File: src/rtl/luma_to_rgb.sv
// Expands 8-bit luma to 24-bit RGB via a per-frame colour map, tagging start-of-frame and end-of-line.
// Latency: 2 cycles from input transfer to out_valid; throughput 1 pixel/cycle.
// Backpressure: two-stage skid-free pipeline, in_ready = !s1_valid | !s2_valid | out_ready; outputs hold while stalled.
module luma_to_rgb #(
    parameter int H_PIXELS = 640,
    parameter int V_LINES  = 480,
    parameter int THRESH   = 128
) (
    input  logic        clk,
    input  logic        reset,
    input  logic [1:0]  mode,
    input  logic        in_valid,
    output logic        in_ready,
    input  logic        in_sof,
    input  logic [7:0]  L,
    output logic        out_valid,
    input  logic        out_ready,
    output logic [23:0] RGB,
    output logic        out_sof,
    output logic        out_eol,
    output logic        sync_err
);

    localparam int CW = (H_PIXELS > 1) ? $clog2(H_PIXELS) : 1;
    localparam int RW = (V_LINES > 1) ? $clog2(V_LINES) : 1;
    localparam logic [CW-1:0] COL_LAST = CW'(H_PIXELS - 1);
    localparam logic [RW-1:0] ROW_LAST = RW'(V_LINES - 1);
    localparam logic [7:0]    THR      = 8'(THRESH);

    logic [CW-1:0] col, cur_col;
    logic [RW-1:0] row, cur_row;
    logic [1:0]    frame_mode, pix_mode;
    logic          at_origin, cnt_origin, pix_eol;
    logic          in_xfer, s2_load;

    logic          s1_valid, s1_sof, s1_eol;
    logic [7:0]    s1_l;
    logic [1:0]    s1_mode;
    logic          s2_valid;

    function automatic logic [23:0] map_rgb(input logic [1:0] m, input logic [7:0] l);
        logic [7:0] r, g, b, dbl;
        dbl = {l[6:0], 1'b0};
        r   = 8'h00;
        g   = 8'h00;
        b   = 8'h00;
        case (m)
            2'd0: begin r = l; g = l; b = l; end
            2'd1: begin
                r = (l >= THR) ? 8'hFF : 8'h00;
                g = r;
                b = r;
            end
            2'd2: begin
                if (l[7]) begin r = 8'hFF; g = dbl; b = 8'h00; end
                else      begin r = dbl; g = 8'h00; b = 8'hFF - dbl; end
            end
            default: begin r = 8'hFF - l; g = r; b = r; end
        endcase
        return {b, g, r};
    endfunction

    assign s2_load   = !s2_valid || out_ready;
    assign in_ready  = !s1_valid || s2_load;
    assign in_xfer   = in_valid && in_ready;
    assign out_valid = s2_valid;

    // An in_sof beat is forced to (0,0) regardless of where the counters think we are.
    assign cnt_origin = (col == '0) && (row == '0);
    assign at_origin  = in_sof || cnt_origin;
    assign cur_col    = in_sof ? '0 : col;
    assign cur_row    = in_sof ? '0 : row;
    assign pix_eol    = (cur_col == COL_LAST);
    assign pix_mode   = at_origin ? mode : frame_mode;

    always_ff @(posedge clk or posedge reset) begin
        if (reset) begin
            col        <= '0;
            row        <= '0;
            frame_mode <= 2'd0;
            sync_err   <= 1'b0;
        end else begin
            sync_err <= in_xfer && in_sof && !cnt_origin;
            if (in_xfer) begin
                if (at_origin) frame_mode <= mode;
                if (pix_eol) begin
                    col <= '0;
                    row <= (cur_row == ROW_LAST) ? '0 : cur_row + RW'(1);
                end else begin
                    col <= cur_col + CW'(1);
                    row <= cur_row;
                end
            end
        end
    end

    always_ff @(posedge clk or posedge reset) begin
        if (reset) begin
            s1_valid <= 1'b0;
            s1_l     <= 8'h00;
            s1_mode  <= 2'd0;
            s1_sof   <= 1'b0;
            s1_eol   <= 1'b0;
        end else begin
            s1_valid <= in_xfer || (s1_valid && !s2_load);
            if (in_xfer) begin
                s1_l    <= L;
                s1_mode <= pix_mode;
                s1_sof  <= at_origin;
                s1_eol  <= pix_eol;
            end
        end
    end

    always_ff @(posedge clk or posedge reset) begin
        if (reset) begin
            s2_valid <= 1'b0;
            RGB      <= 24'h000000;
            out_sof  <= 1'b0;
            out_eol  <= 1'b0;
        end else if (s2_load) begin
            s2_valid <= s1_valid;
            if (s1_valid) begin
                RGB     <= map_rgb(s1_mode, s1_l);
                out_sof <= s1_sof;
                out_eol <= s1_eol;
            end
        end
    end

endmodule

File: config.mk
export PLATFORM = sky130hd
export DESIGN_NAME = luma_to_rgb
export DESIGN_NICKNAME = d
export VERILOG_FILES = /design/src/rtl/luma_to_rgb.sv
export SDC_FILE = /design/constraint.sdc
export NUM_CORES = 1
export LEC_CHECK = 0
export CAP_MARGIN = 20
export CELL_PAD_IN_SITES_DETAIL_PLACEMENT = 0
export CELL_PAD_IN_SITES_GLOBAL_PLACEMENT = 1
export CORE_UTILIZATION = 45
export DETAILED_ROUTE_END_ITERATION = 6
export PLACE_DENSITY_LB_ADDON = 0.3
export SYNTH_ARGS = -nofsm -noshare
export SYNTH_HDL_FRONTEND = slang
export SYNTH_SLANG_ARGS = --single-unit
File: constraint.sdc
create_clock -name clk -period 3.9 [get_ports clk]
set_input_delay 0.39 -clock clk [delete_from_list [all_inputs] [get_ports clk]]
set_output_delay 0.39 -clock clk [all_outputs]
set_load 0.03 [all_outputs]
==> flow_metrics.env <==
export IMPL_outcome="complete, no violations"
export IMPL_grt_pass1_wl_mm=11.7
export IMPL_gp_congestion=0.899
export IMPL_grt_max_degree=43
export IMPL_clk_latency_ps=350
export IMPL_cts_max_path_buffers=2
export IMPL_synth_fa_ha_area_frac=0.00796
export IMPL_grt_overflow_total=0
export IMPL_cp_arrival_ps=2920
export IMPL_final_nets=403
export IMPL_hpwl_mm=4.73
export IMPL_cap_violations=0
export IMPL_root_buffer="clkbuf_8"
export IMPL_worst_pin_slew_ps=865
export IMPL_holdBufCountCts=0
export IMPL_switchingPower_mw=0.883
export IMPL_p_seq_frac=0.384
export IMPL_crit_type="input pin to register"
export IMPL_cp_required_ps=4140
export IMPL_firstDrtPassIters=5
export IMPL_drv_slew=0
export IMPL_grt_pass1_vias=2453
export IMPL_clock_skew_final_ps=14.0
export IMPL_die_w_um=85.6
export IMPL_grt_usage=0.206
export IMPL_num_io_pins=44
export IMPL_clock_power_share=0.241
export IMPL_die_area_mm2=0.00732
export IMPL_seq_area_frac_synth=0.478
export IMPL_comb_power_share=0.375
export IMPL_synthFlopType="dfrtp_1"
export IMPL_cp_start_kind="input pin"
export IMPL_routedWlPerCell_um=14.7
export IMPL_placed_area_mm2=0.00363
export IMPL_min_path_type="register to register"
export IMPL_synth_edf_count=0
export IMPL_worst_path_max_fanout=9
export IMPL_synthCells=347
export IMPL_cts_buffers=9
export IMPL_setup_worst_path_end_class="register"
export IMPL_cts_sinks=60
export IMPL_p_per_area_mw_per_mm2=610
export IMPL_post_cts_setup_buffers=0
export IMPL_h_tree_depth=3
export IMPL_drive_above_1_share=0.133
export IMPL_synth_area_leaders="dfrtp_1 (48%), mux2_2 (8.2%), nand2_1 (7.8%)"
export IMPL_final_area_mm2=0.00386
export IMPL_coreArea_mm2=0.00676
export IMPL_area_growth_pct=22.8
export IMPL_netSwitchingFraction=0.376
export IMPL_antenna_found_initial=0
export IMPL_cts_tree="built"
export IMPL_synth_fp_nets=364
export IMPL_synth_top_family_by_area="simple AND/OR/NAND/NOR gates"
export IMPL_start_util=0.465
export IMPL_die_h_um=85.6
export IMPL_synth_cell_types=44
export IMPL_leakagePower_nw=1.65
export IMPL_synth_async_reset_ratio=1.00
export IMPL_diodes=0
export IMPL_synth_most_common_cell="nand2_1"
export IMPL_synth_simple_area_share=0.241
export IMPL_muxShareOfSynthArea=0.0952
export IMPL_slew_headroom=0.422
export IMPL_vias=2625
export IMPL_final_period_utilization=0.689
export IMPL_clk_pin_slew_ps=80
export IMPL_intPower_mw=1.47
export IMPL_ir_drop_mv=0.224
export IMPL_fin_tns_setup_ps=0
export IMPL_core_rowCount=30
export IMPL_final_core_util=0.571
export IMPL_routed_wl_mm=6.92
export IMPL_cts_resized_gates=0
export IMPL_period_minus_slack_ps=2690
export IMPL_final_hold_viol_count=0
export IMPL_synth_cell_area_mm2=0.00314
export IMPL_finalSetupViolations=0
export IMPL_route_detailed_drc=0
export IMPL_synth_compound_area_share=0.147
export IMPL_netlist_area_leader_share=0.478
export IMPL_fmax_mhz=372
export IMPL_drt_initial_drc_count=113
export IMPL_io_buffers=43
export IMPL_vias_per_cell=5.57
export IMPL_ys_seq_elements=60
export IMPL_rsz0062_at_grt="no"
export IMPL_synthXorXnorAreaFrac=0
export IMPL_final_antenna_net_count=0
export IMPL_postSynthAreaPerCell_um2=9.05
export IMPL_synthTopCellsByCount="nand2_1 (65), dfrtp_1 (60), o21ai_0 (41)"
export IMPL_yosys_area_top_type="dfrtp_1"
export IMPL_yosys_warnings=0
## cells by family after synthesis
logic type,count (synthesis)
multiplexers,27
AND/OR/NAND/NOR,154
buffers and inverters,25
flip-flops,60
adder cells (fa/ha/maj),2
AO/OA/AOI/OAI,79
## worst max-delay path, cell delays in order
cell,delay [ps]
clkdlybuf4s50_1,580
nor2b_1,240
ha_1,260
nand3_2,150
nor4_4,480
buf_4,250
nand3_1,100
and3_1,210
a211o_1,260
## layout make-up
class                      count  area (µm²)
fill                         623        2900
multi-input combinational    262        1540
sequential                    60        1500
timing repair buffer          49         495
clock buffer                   9         124
tap                           80         100
clock inverter                 7        77.6
inverter                       4        15.0
## per-layer routing
layer | up-vias | GRT usage | routed length, µm
met5 | - | 0 | 0
met4 | 0 | 0.114 | 168
met3 | 15 | 0.0298 | 241
met2 | 64 | 0.327 | 3300
met1 | 1247 | 0.272 | 3210
li1 | 1299 | - | -
## power by group through the flow
stage / clock network [mW] / logic [mW] / registers, mW
floorplan: 0 / 0.355 / 1.11
global placement: 0 / 0.874 / 0.909
detailed placement: 0 / 0.884 / 0.916
CTS: 0.582 / 0.886 / 0.904
global route: 0.605 / 0.955 / 0.928
finish: 0.568 / 0.881 / 0.903
## state kept, by name, summed over array words and instances (netlist names)
name and count:
s1_valid 1, row 9, s1_l 8, s1_mode 2, s1_eol 1, sync_err 1, out_valid 1, col 10
out_sof 1, out_eol 1, s1_sof 1, RGB 24
## worst paths after layout
check	start	to	slack [ps]	cells past startpoint
setup / recovery	in_sof	row[8]	1210	9
min in group asynchronous	reset	RGB[0]	530	2
hold / removal	s1_valid	out_valid	480	1
hold reg to reg	s1_valid	out_valid	480	1
setup reg to reg	col[0]	row[8]	1500	8
max in group asynchronous	reset	s1_valid	2560	3
## cell usage in the layout, fill, tap and decap left out, types with 3 or more instances in the layout
cell             netlist  routed
a21oi_1               11      11
and2_1                 4       4
and3_1                 3       3
buf_4                  0       5
clkbuf_8               0       9
clkdlybuf4s50_1        0      43
clkinvlp_4             0       4
dfrtp_1               60      60
inv_1                  4       3
mux2_2                23      23
mux2i_1                4       4
nand2_1               65      65
nand2b_1               8       8
nand3_1               14      14
nand4_1                3       3
nor2_1                21      21
nor2b_1               13      13
nor3_1                 5       5
nor4_1                 7       7
o21a_1                 4       4
o21ai_0               41      41
o22ai_1                6       6
o31ai_1                3       3
## stage by stage
stage               hold slack [ps]  total power [mW]  cells  worst slack [ps]
finish                          478              2.35    471              1210
global route                    502              2.49    471              1030
CTS                             491              2.37    470              1260
detailed placement              474              1.80    454               898
global placement                458              1.78    454               961
floorplan                       443              1.46    347              1520
Power figures use the tool's default switching activity.
